`src/rtl/bot_stream_feeder_pkg.sv`:
```
// Shared widths and helpers for the bot stream feeder.
// Imported by the feeder top and its batch-sum FIFO.
package bot_stream_feeder_pkg;

  localparam int GRAPH_WIDTH          = 128;
  localparam int COUNT_WIDTH          = 6;
  localparam int SUM_WIDTH            = 64;
  localparam int INFLIGHT_WIDTH       = 16;
  localparam int OVERFLOW_COUNT_LIMIT = 40;

  // One component count contributes 2^count to its batch sum.
  function automatic logic [SUM_WIDTH-1:0] count_term(
    input logic [COUNT_WIDTH-1:0] c
  );
    return SUM_WIDTH'(1) << c;
  endfunction

endpackage

```
`src/rtl/bot_sum_fifo.sv`:
```
// Single-clock FIFO for completed batch sums.
// Head is read straight from storage flops; zero when empty.
module bot_sum_fifo
  import bot_stream_feeder_pkg::*;
#(
  parameter int DEPTH_LOG2 = 2
) (
  input  logic                  clk,
  input  logic                  rst,
  input  logic                  push,
  input  logic [SUM_WIDTH-1:0]  push_data,
  input  logic                  pop,
  output logic [SUM_WIDTH-1:0]  head,
  output logic                  empty,
  output logic                  full,
  output logic                  dropped,
  output logic [DEPTH_LOG2:0]   count
);

  localparam int DEPTH = 1 << DEPTH_LOG2;
  localparam int CW    = DEPTH_LOG2 + 1;

  logic [SUM_WIDTH-1:0]  mem [DEPTH];
  logic [DEPTH_LOG2-1:0] wr_ptr;
  logic [DEPTH_LOG2-1:0] rd_ptr;
  logic                  pop_ok;
  logic                  accept;

  assign empty   = (count == '0);
  assign full    = (count == CW'(DEPTH));
  assign pop_ok  = pop && !empty;
  // A pop in the same cycle frees the slot a full push needs.
  assign accept  = push && (!full || pop_ok);
  assign dropped = push && !accept;
  assign head    = empty ? '0 : mem[rd_ptr];

  // Storage write; contents are qualified by count, so no reset.
  always_ff @(posedge clk) begin
    if (accept) mem[wr_ptr] <= push_data;
  end

  // Pointer and occupancy bookkeeping.
  always_ff @(posedge clk) begin
    if (rst) begin
      wr_ptr <= '0;
      rd_ptr <= '0;
      count  <= '0;
    end else begin
      if (accept) wr_ptr <= wr_ptr + DEPTH_LOG2'(1);
      if (pop_ok) rd_ptr <= rd_ptr + DEPTH_LOG2'(1);
      if (accept && !pop_ok)
        count <= count + CW'(1);
      else if (!accept && pop_ok)
        count <= count - CW'(1);
    end
  end

endmodule

```
`src/rtl/bot_stream_feeder.sv`:
```
// Feeds graphs to the bot core and sums 2^count per batch.
// Tracks bots in flight and latches any error until reset.
module bot_stream_feeder
  import bot_stream_feeder_pkg::*;
#(
  parameter int SUM_FIFO_DEPTH_LOG2 = 2,
  parameter int FREEZE_MARGIN       = 2
) (
  input  logic                      clk,
  input  logic                      rst,
  input  logic                      srcValid,
  output logic                      srcReady,
  input  logic [GRAPH_WIDTH-1:0]    srcGraph,
  input  logic                      srcLast,
  output logic                      isBotValid,
  output logic [GRAPH_WIDTH-1:0]    graphOut,
  output logic                      batchDoneOut,
  output logic                      freezeCore,
  input  logic                      coreAlmostFull,
  input  logic                      resultValid,
  input  logic [COUNT_WIDTH-1:0]    connectCount,
  input  logic                      resultBatchDone,
  input  logic                      coreEcc,
  output logic                      sumValid,
  input  logic                      sumReady,
  output logic [SUM_WIDTH-1:0]      sumData,
  output logic [INFLIGHT_WIDTH-1:0] inFlight,
  output logic                      errSticky
);

  localparam int FIFO_DEPTH = 1 << SUM_FIFO_DEPTH_LOG2;

  logic                         xfer;
  logic [SUM_WIDTH-1:0]         acc;
  logic [SUM_WIDTH-1:0]         term;
  logic [SUM_WIDTH-1:0]         batch_sum;
  logic                         sum_push;
  logic                         sum_pop;
  logic                         fifo_empty;
  logic                         fifo_full;
  logic                         fifo_drop;
  logic [SUM_FIFO_DEPTH_LOG2:0] fifo_count;
  logic                         big_count;
  logic                         if_up;
  logic                         if_dn;
  logic                         if_sat;

  assign srcReady  = !rst && !coreAlmostFull && !freezeCore;
  assign xfer      = srcValid && srcReady;

  assign term      = count_term(connectCount);
  assign batch_sum = acc + term;
  assign sum_push  = resultValid && resultBatchDone;
  assign big_count = resultValid
                  && (connectCount > COUNT_WIDTH'(OVERFLOW_COUNT_LIMIT));

  assign sumValid  = !fifo_empty;
  assign sum_pop   = sumValid && sumReady;

  assign if_up  = isBotValid && !resultValid;
  assign if_dn  = resultValid && !isBotValid;
  assign if_sat = (if_up && (inFlight == '1))
               || (if_dn && (inFlight == '0));

  // Graph stage: one-cycle copy of an accepted graph, zeros otherwise.
  always_ff @(posedge clk) begin
    if (rst) begin
      isBotValid   <= 1'b0;
      graphOut     <= '0;
      batchDoneOut <= 1'b0;
    end else begin
      isBotValid   <= xfer;
      graphOut     <= xfer ? srcGraph : '0;
      batchDoneOut <= xfer && srcLast;
    end
  end

  // Batch accumulator; clears whenever a batch closes, pushed or dropped.
  always_ff @(posedge clk) begin
    if (rst)
      acc <= '0;
    else if (sum_push)
      acc <= '0;
    else if (resultValid)
      acc <= batch_sum;
  end

  // Freeze the core once the sum FIFO is nearly out of room.
  always_ff @(posedge clk) begin
    if (rst)
      freezeCore <= 1'b0;
    else
      freezeCore <= (FIFO_DEPTH - int'(fifo_count)) < FREEZE_MARGIN;
  end

  // Saturating count of bots issued but not yet answered.
  always_ff @(posedge clk) begin
    if (rst)
      inFlight <= '0;
    else if (if_up && !if_sat)
      inFlight <= inFlight + INFLIGHT_WIDTH'(1);
    else if (if_dn && !if_sat)
      inFlight <= inFlight - INFLIGHT_WIDTH'(1);
  end

  // Sticky error: ECC, oversized count, dropped sum or saturation.
  always_ff @(posedge clk) begin
    if (rst)
      errSticky <= 1'b0;
    else
      errSticky <= errSticky | coreEcc | big_count
                 | fifo_drop | if_sat;
  end

  bot_sum_fifo #(
    .DEPTH_LOG2 (SUM_FIFO_DEPTH_LOG2)
  ) u_sum_fifo (
    .clk       (clk),
    .rst       (rst),
    .push      (sum_push),
    .push_data (batch_sum),
    .pop       (sum_pop),
    .head      (sumData),
    .empty     (fifo_empty),
    .full      (fifo_full),
    .dropped   (fifo_drop),
    .count     (fifo_count)
  );

endmodule
```
`config.mk`:
```
export PLATFORM = sky130hd
export DESIGN_NAME = bot_stream_feeder
export DESIGN_NICKNAME = d
export VERILOG_FILES = /design/src/rtl/bot_stream_feeder_pkg.sv /design/src/rtl/bot_sum_fifo.sv /design/src/rtl/bot_stream_feeder.sv
export SDC_FILE = /design/constraint.sdc
export NUM_CORES = 1
export LEC_CHECK = 0
export ABC_AREA = 1
export BUFFER_PORTS_ARGS = -buffer_cell sky130_fd_sc_hd__buf_2
export CORE_MARGIN = 10
export CORE_UTILIZATION = 29
export DETAILED_ROUTE_END_ITERATION = 16
export SLEW_MARGIN = 20
export SYNTH_ARGS = -nofsm -noshare
export SYNTH_HDL_FRONTEND = slang
export SYNTH_SLANG_ARGS = --single-unit
```
`constraint.sdc`:
```
create_clock -name clk -period 4.76 [get_ports clk]
set_input_delay 0.476 -clock clk [delete_from_list [all_inputs] [get_ports clk]]
set_output_delay 0.476 -clock clk [all_outputs]
set_load 0.02 [all_outputs]
```
## After elaboration in Yosys (flattened, before gate mapping)

Memories as Yosys holds them, arrays and structs flattened. A register that Yosys moved wholly into a read port is not among the register bits.
Index checks and enable logic that the tools add are counted.

| storage, ports and cells | value |
|---|---|
| memories | 1 |
| register bits after elaboration | 219 |
| input port bits | 143 |
| output and inout bits | 214 |
| bits in writable memories | 256 |

| operators by class | value |
|---|---|
| shifts and indexed selects | 1 |
| reduce and logical (&&, ||, !) cells | 36 |
| bitwise logic cells | 5 |
| eq/ne operators | 2 |
| $add $sub $neg | 8 |
| multiplexer cells | 9 |
| magnitude comparators | 2 |

Memory list:

| memory | depth | bits a word | rd ports | clocked after Yosys merged registers in | wr ports | RTL line | source |
|---|---|---|---|---|---|---|---|
| u_sum_fifo.mem | 4 | 64 | 1 | 1 | 1 | bot_sum_fifo.sv:23 | `logic [SUM_WIDTH-1:0] mem [DEPTH];` |

Operators with widths:

| operator | count |
|---|---|
| adder 64 bit | 1 |
| two-way mux 64 bit | 1 |
| left shift 1 x 6 -> 64 bit (first input constant) | 1 |
| two-way mux 16 bit | 2 |
| logical AND 1 bit | 18 |
| adder 16 x 1 -> 16 bit (second input constant) | 1 |
| equality test 16 bit (second input constant) | 1 |
| logical NOT 16 bit | 1 |
| subtractor 16 x 1 -> 16 bit (second input constant) | 1 |
| logical NOT 1 bit | 10 |
| greater-than comparator 6 bit (second input constant) | 1 |
| two-way mux 3 bit | 2 |
| adder 2 x 1 -> 2 bit (second input constant) | 2 |
| less-than comparator 4 x 3 -> 1 bit (second input constant) | 1 |
| two-way mux 2 bit | 2 |
| OR 1 bit | 4 |
| nonzero test 2 bit | 2 |
| OR reduction 2 bit | 2 |
| subtractor 3 x 3 -> 4 bit (first input constant) | 1 |
| adder 3 x 1 -> 3 bit (second input constant) | 1 |
| equality test 3 bit (second input constant) | 1 |
| logical NOT 3 bit | 1 |
| subtractor 3 x 1 -> 3 bit (second input constant) | 1 |
| logical OR 1 bit | 2 |
| other kinds (2) | 3 |

## Logic depth before layout (Yosys ltp)

Gate-level depths: netlist of run 1.

| logic depth | value |
|---|---|
| word-level depth | 10 |
| gate-level depth with buffers | 21 |
| depth with buffers taken out | 21 |

## By module

From an unflattened synthesis of run 1, not the netlist that was laid out.

| unflattened totals | value |
|---|---|
| cells, all modules | 3,244 |
| area total of the unflattened synthesis | 24,454.7 um2 |

By module, submodules not included:

| module | instances | cells an instance | area each (um2) | seq. area each (um2) |
|---|---|---|---|---|
| bot_stream_feeder | 1 | 2,416 | 14,026.0 | 4,244.1 |
| bot_sum_fifo | 1 | 828 | 10,428.8 | 7,867.5 |

## Worst setup path after synthesis of run 1

No wires, ideal clock.

| timing path | value |
|---|---|
| path type | reg-to-reg |
| start point | reg u_sum_fifo.count[0] |
| end point | mem u_sum_fifo.mem[0][0], enable pin |
| setup time | 0.486 ns |
| stages on the path, launching flop included | 9 |
| arrival | 4.168 ns |
| data required time | 4.274 ns |
| period minus slack after synthesis | 4.654 ns |
| path slack | 0.106 ns |
| path through | dfxtp_1 > inv_1 > ha_1 > ha_1 > inv_1 > nand2_1 > a21oi_1 > inv_1 > nor2_1 |

| on the way | value |
|---|---|
| cells in the longest elaborated chain, start to end | 8 |
| elaborated cells on any way between the ends | 10 |

Ends and longest elaborated chain:

| element | RTL line | source |
|---|---|---|
| start: declaration | bot_sum_fifo.sv:17 | `output logic [DEPTH_LOG2:0] count` |
| start signal: assignment | bot_sum_fifo.sv:52 | `count <= count + CW'(1);` |
| start signal: assignment | bot_sum_fifo.sv:54 | `count <= count - CW'(1);` |
| logical NOT 3 bit (*) | bot_sum_fifo.sv:29 | `assign empty = (count == '0);` |
| logical NOT 1 bit (*) | bot_stream_feeder.sv:57 | `assign sumValid = !fifo_empty;` |
| net sumValid | bot_stream_feeder.sv:24 | `output logic sumValid,` |
| logical AND 1 bit | bot_stream_feeder.sv:58 | `assign sum_pop = sumValid && sumReady;` |
| logical AND 1 bit (*) | bot_sum_fifo.sv:31 | `assign pop_ok = pop && !empty;` |
| logical OR 1 bit (*) | bot_sum_fifo.sv:33 | `assign accept = push && (!full \|\| pop_ok);` |
| logical AND 1 bit (*) | bot_sum_fifo.sv:33 |  |
| net u_sum_fifo.accept | bot_sum_fifo.sv:27 | `logic accept;` |
| two-way mux 1 bit (*) | bot_sum_fifo.sv:39 | `if (accept) mem[wr_ptr] <= push_data;` |
| two-way mux 1 bit (implied by the code) (*) | bot_sum_fifo.sv:39 |  |
| end: declaration | bot_sum_fifo.sv:23 |  |

Mark *: on every way through the listed nets, which the timed path passes. The rest lies on a longest branch.

## Worst setup path in the final report of run 1

| timing path | value |
|---|---|
| start point | in connectCount[5] |
| end point | mem u_sum_fifo.mem[3][55], data pin |

| on the way | value |
|---|---|
| cells in the longest elaborated chain, start to end | 2 |

Ends and longest elaborated chain:

| element | RTL line | source |
|---|---|---|
| start: declaration | bot_stream_feeder.sv:21 | `input logic [COUNT_WIDTH-1:0] connectCount,` |
| left shift 1 x 6 -> 64 bit | bot_stream_feeder_pkg.sv:15 | `return SUM_WIDTH'(1) << c;` |
| adder 64 bit | bot_stream_feeder.sv:52 | `assign batch_sum = acc + term;` |
| net batch_sum[55] | bot_stream_feeder.sv:36 | `logic [SUM_WIDTH-1:0] batch_sum;` |

The timed path passes the listed nets, and every way through them passes these cells.

==> results.yml, run 1 <==
status:
  status: "finished clean"
pwr:
  power.density_nw_per_um2: 423
  power.leakage_nw: 14.8
  p_switching_mw: 4.34
  p_clk_frac: 0.336
  finalPower_mw: 12.3
  max-vdd-ir-drop_mv: 0.339
  p_seq_frac: 0.387
  combPwrFrac: 0.278
  p_int_mw: 7.95
  swShare: 0.353
logic_synthesis:
  synth_edf_count: 256
  ys_top_cells_by_count: "nand2_1, nor2_1, inv_1, edfxtp_1, dfxtp_1"
  async_reset_ff_frac: 0
  syn_area_per_cell_um2: 7.53
  synth.most_common_cell: "nand2_1"
  synth_area_leaders: "edfxtp_1, dfxtp_1, nand2_1"
  ys.flop_type: "edfxtp_1"
  synth_top_area_cell: "edfxtp_1"
  yosysTopAreaCellShare: 0.316
  synth_nets: 3459
  synth.distinct_cells: 39
  synth-seq-cells: 477
  syn-instance-count: 3228
  yosysWarningCount: 0
  seq_area_frac_synth: 0.498
  synth_area_um2: 24300
global_routing:
  grt_usage: 0.173
  antenna_found_initial: 12
  first_global_vias: 20408
  grt_overflow: 0
  grt_pass1_wl_mm: 126
  grt_max_degree: 93
drt:
  dr.pass1.iters: 7
  viasPerCell: 4.54
  ant_nets: 0
  drc: 0
  wl_mm: 85.0
  drtIter0Drc: 1646
  via_count: 21243
  routedWlPerCell_um: 18.1
clock_tree:
  cts_buffers: 52
  cts.repair.resized: 0
  clk_pin_slew_ps: 60
  ctsRootBufferMaster: "clkbuf_16"
  clk_latency_ps: 610
  cts_hold_buffers: 0
  cts_tree: "built"
  cts_htree_levels: 2
  clock_sinks: 477
  ctsLongestPathBuffers: 3
  cts_setup_buffers: 0
setup_path:
  start_kind: "input port"
  crit_type: "input port to flip-flop"
  path_max_fanout: 34
  arrival_ps: 4530
  crit_path_end_kind: "flip-flop"
  required_ps: 5050
sta:
  setup_viol: 0
  grt_setup_unrepaired: "no"
  setup_tns_ps: 0
  period_share: 0.891
  slew_headroom: 0.266
  finalHoldViolCount: 0
  finalMaxSlewViolations: 0
  max_slew.worst_pin.slew_ps: 1100
  final.min_clock_period_ps: 4240
  skew_ps: 30.0
  maxClockFrequency_ghz: 0.236
floorplan:
  die_area_um2: 95800
  coreArea_um2: 83400
  die_w_um: 309
  start_util: 0.291
  num_rows: 106
  die_h_um: 309
  io_pins: 357
cells_and_area:
  synthToLayoutAreaGrowth_pct: 19.6
  fin_nets: 3791
  diodes: 0
  drive_gt1_frac: 0.143
  seq_area_um2: 12100
  multi_input_area_um2: 9730
  fill_cells: 8779
placed_design:
  dpl.hpwl_mm: 64.8
  gp_congestion: 1.04
  port_buffers: 356
min_path:
  hp-class: "input port to flip-flop"
job:
  drv_cap: 0
## area by class of cell
| type | count | area share |
|---|---|---|
| sequential | 477 | 0.417 |
| multi-input combinational | 2085 | 0.334 |
| inverter | 568 | 0.0734 |
| timing repair buffer | 376 | 0.0687 |
| clock buffer | 64 | 0.0498 |
| tap | 1080 | 0.0465 |
| clock inverter | 34 | 0.0105 |
## worst paths after layout
kind                            cells past startpoint               endpoint  slack, ps            start
worst max-delay path                               13  u_sum_fifo.mem[3][55]        520  connectCount[5]
worst min-delay path                                3           graphOut[26]         80     srcGraph[26]
worst max register to register                     14           inFlight[11]       1650      inFlight[9]
worst min register to register                      2                 acc[0]        470           acc[0]
## logic make-up after synthesis
logic type                 count (synthesis)  synth area share
and+or+nand+nor                         1617             0.266
buffers and inverters                    666             0.103
AOI/OAI and AO/OA                        337            0.0702
DFF                                      477             0.498
xor gates and xnor gates                  43            0.0158
adders and majority gates                 88            0.0462
## per-layer routing
metal | track usage | wire length (um)
met1 | 0.201 | 33500
met2 | 0.305 | 41700
met3 | 0.0496 | 7060
met4 | 0.0525 | 2730
met5 | 0 | 52
## critical path: stages
cell      delay [ps]
buf_2            460
clkinv_1        1010
nor3_1           880
ha_1             370
nand2_1          140
nor2_1           210
inv_1            100
nor2_1           210
nand2_1           80
nand2_1          180
nand2_1          110
nand4_1          130
nand2_1          160
## through the flow
stage / util / hold WS [ps] / instance area [um2] / setup WS [ps] / cells
2_1_floorplan: - / 444 / 24300 / 106 / 3228
3_3_place_gp: 0.328 / 456 / 27300 / 458 / 4586
3_5_place_dp: 0.328 / 463 / 27300 / 557 / 4586
4_1_cts: 0.349 / 35.9 / 29100 / 1210 / 4684
5_1_grt: 0.349 / 60.2 / 29100 / 348 / 4684
6_report: 0.349 / 75.0 / 29100 / 519 / 4684
## layout by cell type (no fill, tap or decap), drive strengths merged
cell / netlist / final
nor4: 4 / 4
and2: 1 / 1
nand2: 724 / 724
or2: 2 / 2
o2111ai: 1 / 1
nand3: 106 / 106
a21oi: 137 / 137
fa: 3 / 3
clkinvlp: 0 / 7
clkinv: 1 / 17
ha: 85 / 85
edfxtp: 256 / 256
nand4: 15 / 15
o21ai: 192 / 192
buf: 19 / 376
nor3: 50 / 50
a21o: 2 / 2
xor2: 36 / 36
clkbuf: 79 / 64
nand3b: 5 / 5
dfxtp: 221 / 221
xnor2: 7 / 7
a31oi: 1 / 1
inv: 567 / 575
o21bai: 4 / 4
bufinv: 0 / 3
nor2: 710 / 710
## state kept, by name (all words and copies together), names as in the netlist, named ones only
name	flops
acc	64
batchDoneOut	1
errSticky	1
freezeCore	1
graphOut	128
inFlight	16
isBotValid	1
u_sum_fifo.count	3
u_sum_fifo.mem	256
u_sum_fifo.rd_ptr	2
u_sum_fifo.wr_ptr	2
## power by group through the flow
stage / combinational (mW) / sequential [mW] / clock, mW
detailed placement: 3.53 / 4.84 / 0
floorplan: 2.13 / 4.88 / 0
CTS: 3.54 / 4.76 / 4.25
global route: 3.84 / 4.78 / 4.39
global placement: 3.51 / 4.84 / 0
finish: 3.41 / 4.75 / 4.13
Power figures use the tool's default switching activity.
==> inputs of run 2 (changes only) <==
--- a/config.mk
+++ b/config.mk
@@ -10,6 +10,7 @@
 export CORE_MARGIN = 10
 export CORE_UTILIZATION = 29
 export DETAILED_ROUTE_END_ITERATION = 16
+export GPL_TIMING_DRIVEN = 0
 export SLEW_MARGIN = 20
 export SYNTH_ARGS = -nofsm -noshare
 export SYNTH_HDL_FRONTEND = slang
==> results.yml, run 2 (synthesized netlist as in run 1, its figures left out) <==
sta:
  finalHoldViolCount: 0
  fin_ws_ps: 882
  slew_headroom: 0.173
  period_share: 0.815
  final.min_clock_period_ps: 3880
  maxClockFrequency_ghz: 0.258
  holdWs_ps: 72.7
  skew_ps: 29.6
  max_slew.worst_pin.slew_ps: 1240
  setup_viol: 0
  setup_tns_ps: 0
  finalMaxSlewViolations: 0
  grt_setup_unrepaired: "no"
global_routing:
  grt_pass1_wl_mm: 130
  first_global_vias: 20774
  antenna_found_initial: 16
  grt_usage: 0.181
  grt_max_degree: 24
  grt_overflow: 0
drt:
  dr.pass1.iters: 6
  drc: 0
  ant_nets: 0
  routedWlPerCell_um: 18.6
  viasPerCell: 4.47
  wl_mm: 88.6
  via_count: 21365
  drtIter0Drc: 1481
cells_and_area:
  fin_nets: 3880
  synthToLayoutAreaGrowth_pct: 21.4
  final_cell_mix: "nand2_1, nor2_1, inv_1"
  regMostFlops: "u_sum_fifo.mem"
  drive_gt1_frac: 0.135
  fill_cells: 8777
  largestRegisters: "u_sum_fifo.mem x256, graphOut x128, acc x64"
  largest_register_ffs: 256
  final_common_cell: "nand2_1"
  final_util: 0.354
setup_path:
  path_buf_inv: 4
  path_cells: "inv_1 > clkbuf_1 > clkbuf_1 > o21ai_0 > a21oi_1 > buf_2"
  crit_family: "buffers and inverters"
  start_kind: "flip-flop"
  crit_type: "flip-flop to output port"
  slowest_delay_ps: 750
  crit_path_end_kind: "output port"
  cpMaxStageDelayCell: "clkbuf_1"
  path_max_fanout: 10
  cpMostUsedCell: "clkbuf_1"
  required_ps: 4280
  arrival_ps: 3400
min_path:
  hp-class: "input port to flip-flop"
clock_tree:
  cts_tree: "built"
  cts_buffers: 53
  ctsLongestPathBuffers: 3
  clk_pin_slew_ps: 70
  cts_setup_buffers: 0
  ctsRootBufferMaster: "clkbuf_16"
  clk_latency_ps: 610
  cts_hold_buffers: 0
  clock_sinks: 477
  cts_htree_levels: 2
  cts.repair.resized: 0
placed_design:
  dpl.hpwl_mm: 70.7
  port_buffers: 354
  gp_congestion: 0.985
  pre_cts_ws_ps: 706
floorplan:
  die_w_um: 309
  start_util: 0.291
  die_area_um2: 95800
  io_pins: 357
  num_rows: 106
  die_h_um: 309
  coreArea_um2: 83400
pwr:
  max-vdd-ir-drop_mv: 0.274
  power.leakage_nw: 15.0
  power.density_nw_per_um2: 424
  finalPower_mw: 12.5
status:
  status: "finished clean"
job:
  drv_cap: 0
-- run 2: cell types whose count changed in the layout (fill, tap and decap cells not counted), sizes merged --
| cell | previous run | this run |
|---|---|---|
| buf | 376 | 385 |
| clkbuf | 64 | 149 |
| clkinv | 17 | 19 |
| clkinvlp | 7 | 2 |
| diode | 0 | 1 |
| inv | 575 | 574 |
-- run 2: through the flow --
stage,cells,cell area [um2]
floorplan,3228,24300
finish,4775,29500
global route,4774,29500
global placement,4662,27400
detailed placement,4674,27700
CTS,4774,29500
-- run 2: layout make-up --
class	instances	area, um2	area share
sequential	477	12100	0.411
multi-input combinational	2085	9710	0.329
inverter	568	2130	0.0723
timing repair buffer	366	2050	0.0695
clock buffer	70	1510	0.0513
tap	1080	1350	0.0458
buffer	98	380	0.0129
clock inverter	30	249	0.00844
antenna	1	2.50	0.0000848
-- run 2: worst paths after layout --
path	from	to	slack, ps	depth (start not counted)
worst max register to register	isBotValid	inFlight[12]	1620	13
worst max-delay path	flip-flop	sumData[1]	880	6
worst min register to register	u_sum_fifo.rd_ptr[0]	u_sum_fifo.rd_ptr[0]	480	1
worst min-delay path	srcGraph[9]	graphOut[9]	70	3
-- run 2: routing by layer --
layer | wire length (um) | GRT usage
met3 | 6860 | 0.0458
met5 | 21 | 0
met4 | 2430 | 0.0489
met2 | 44100 | 0.327
met1 | 35200 | 0.210
-- run 2: power by group --
| part | switching, mW | internal, mW |
|---|---|---|
| Combinational | 2.60 | 1.05 |
| Clock | 1.75 | 2.41 |
| Sequential | 0.124 | 4.59 |
| Total | 4.47 | 8.04 |
-- run 2: worst min-delay path, delay by kind of cell --
| family | cells | cell delay [ps] |
|---|---|---|
| buffers and inverters | 2 | 130 |
| AND/OR/NAND/NOR | 1 | 30 |
==> inputs of run 3 (changes only) <==
==> constraint.sdc (replaced) <==
create_clock -name clk -period 3.35 [get_ports clk]
set_input_delay 0.335 -clock clk [delete_from_list [all_inputs] [get_ports clk]]
set_output_delay 0.335 -clock clk [all_outputs]
set_load 0.02 [all_outputs]
==> results.yml, run 3 (synthesized netlist as in run 1, its figures left out) <==
status:
  status: "finished clean"
cells_and_area:
  largestRegisters: "u_sum_fifo.mem x256, graphOut x128, acc x64"
  drive_gt1_frac: 0.133
  largest_register_ffs: 256
  fin_nets: 3996
  synthToLayoutAreaGrowth_pct: 26.0
  regMostFlops: "u_sum_fifo.mem"
  fill_cells: 8569
  final_cell_mix: "nand2_1, nor2_1, inv_1"
  final_common_cell: "nand2_1"
placed_design:
  port_buffers: 354
  gp_congestion: 0.976
  dpl.hpwl_mm: 69.1
sta:
  finalMaxSlewViolations: 0
  finalHoldViolCount: 0
  holdWs_ps: 20.2
  skew_ps: 23.8
  maxClockFrequency_ghz: 0.306
  period_share: 0.976
  setup_viol: 0
  final.min_clock_period_ps: 3270
  slew_headroom: 0.369
  max_slew.worst_pin.slew_ps: 947
  setup_tns_ps: 0
clock_tree:
  ctsRootBufferMaster: "clkbuf_16"
  cts_setup_buffers: 0
  cts_tree: "built"
  clock_sinks: 477
  cts_buffers: 51
  clk_pin_slew_ps: 60
  cts_htree_levels: 2
  ctsLongestPathBuffers: 3
  clk_latency_ps: 600
min_path:
  min_from: "srcLast"
  min_path_cells: 3
  hp-class: "input port to flip-flop"
  hold_end: "batchDoneOut"
pwr:
  max-vdd-ir-drop_mv: 0.435
  p_clk_frac: 0.317
  combPwrFrac: 0.303
  p_int_mw: 11.3
  p_seq_frac: 0.379
  swShare: 0.359
  power.leakage_nw: 15.4
  power.density_nw_per_um2: 577
  p_switching_mw: 6.33
floorplan:
  die_w_um: 309
  die_h_um: 309
  num_rows: 106
  die_area_um2: 95800
  coreArea_um2: 83400
  start_util: 0.291
  io_pins: 357
drt:
  viasPerCell: 4.46
  drc: 0
  ant_nets: 0
  dr.pass1.iters: 6
  routedWlPerCell_um: 18.2
  wl_mm: 88.8
  via_count: 21808
  drtIter0Drc: 1535
setup_path:
  reg2reg_to: "inFlight[11]"
  start_kind: "flip-flop"
  crit_path_end_kind: "output port"
  path_buf_inv: 3
  r2r-start: "isBotValid"
  path_cells: "clkdlybuf4s15_1 > buf_1 > nor2_1 > o21ai_0 > a21oi_1 > buf_2"
  crit_cells: 6
  crit_type: "flip-flop to output port"
  r2r_slack_ps: 350
  required_ps: 3010
  reg2reg_depth: 14
  arrival_ps: 2930
  slowest_delay_ps: 700
  cpMaxStageDelayCell: "clkdlybuf4s15_1"
  crit_family: "buffers and inverters"
  path_max_fanout: 10
global_routing:
  grt_pass1_wl_mm: 130
  first_global_vias: 21262
  antenna_found_initial: 10
  grt_max_degree: 23
  grt_overflow: 0
  grt_usage: 0.181
job:
  drv_cap: 0
run 3: worst max path at each step:
stage | from | slack [ps] | to
final | flip-flop | 80 | sumData[3]
after CTS | flip-flop | 40 | sumData[3]
after global placement | u_sum_fifo.count[0] | -1880 | u_sum_fifo.mem[3][42]
after detailed placement | connectCount[4] | -470 | u_sum_fifo.mem[3][59]
after floorplan | u_sum_fifo.count[0] | -260 | u_sum_fifo.mem[0][0]
after global routing | connectCount[4] | -9 | u_sum_fifo.mem[0][60]
run 3: layout make-up:
type / instances / area [um2] / share of cell area
inverters: 568 / 2130 / 0.0696
clock inverters: 21 / 239 / 0.00781
multi-input cells: 2085 / 9770 / 0.319
plain buffers: 97 / 388 / 0.0127
well taps: 1080 / 1350 / 0.0441
diodes: 2 / 5.00 / 0.000163
clock buffers: 71 / 1390 / 0.0453
repair buffers: 485 / 3230 / 0.106
flip-flops and latches: 477 / 12100 / 0.396
run 3: metal layers:
layer,global-route usage,wire length (um),vias to the layer above,part of all wire
met5,0,70,-,0.00079
met4,0.0584,2840,10,0.032
met3,0.0564,7990,138,0.090
met2,0.315,43100,705,0.49
met1,0.208,34800,9854,0.39
li1,-,-,11101,-
run 3: tightest hold or removal path, cell delays in order:
cell    delay (ps)
buf_2           80
inv_1           60
nor2_1         100
run 3: per-stage QoR:
step	setup WS [ps]	util	power, mW	instances	instance area, um2
floorplan	-264	-	9.96	3228	24300
global placement	-1880	0.329	12.1	4662	27400
detailed placement	-471	0.332	12.1	4674	27700
CTS	38.1	0.366	17.9	4883	30500
global route	-8.81	0.367	18.6	4886	30600
finish	81.2	0.367	17.6	4886	30600
run 3: power groups by stage:
stage / Combinational (mW) / Sequential, mW / Clock [mW]
6_report: 5.35 / 6.69 / 5.60
5_1_grt: 5.91 / 6.73 / 5.96
4_1_cts: 5.46 / 6.69 / 5.75
3_5_place_dp: 5.33 / 6.82 / 0
3_3_place_gp: 5.26 / 6.83 / 0
2_1_floorplan: 3.03 / 6.93 / 0
run 3: timing repair:
action / in CTS / in global routing
hold buffers: 118 / 1
endpoints found under the setup margin: 4 / 87
endpoints found under the hold margin: 121 / 1
gates resized for setup: 3 / 15
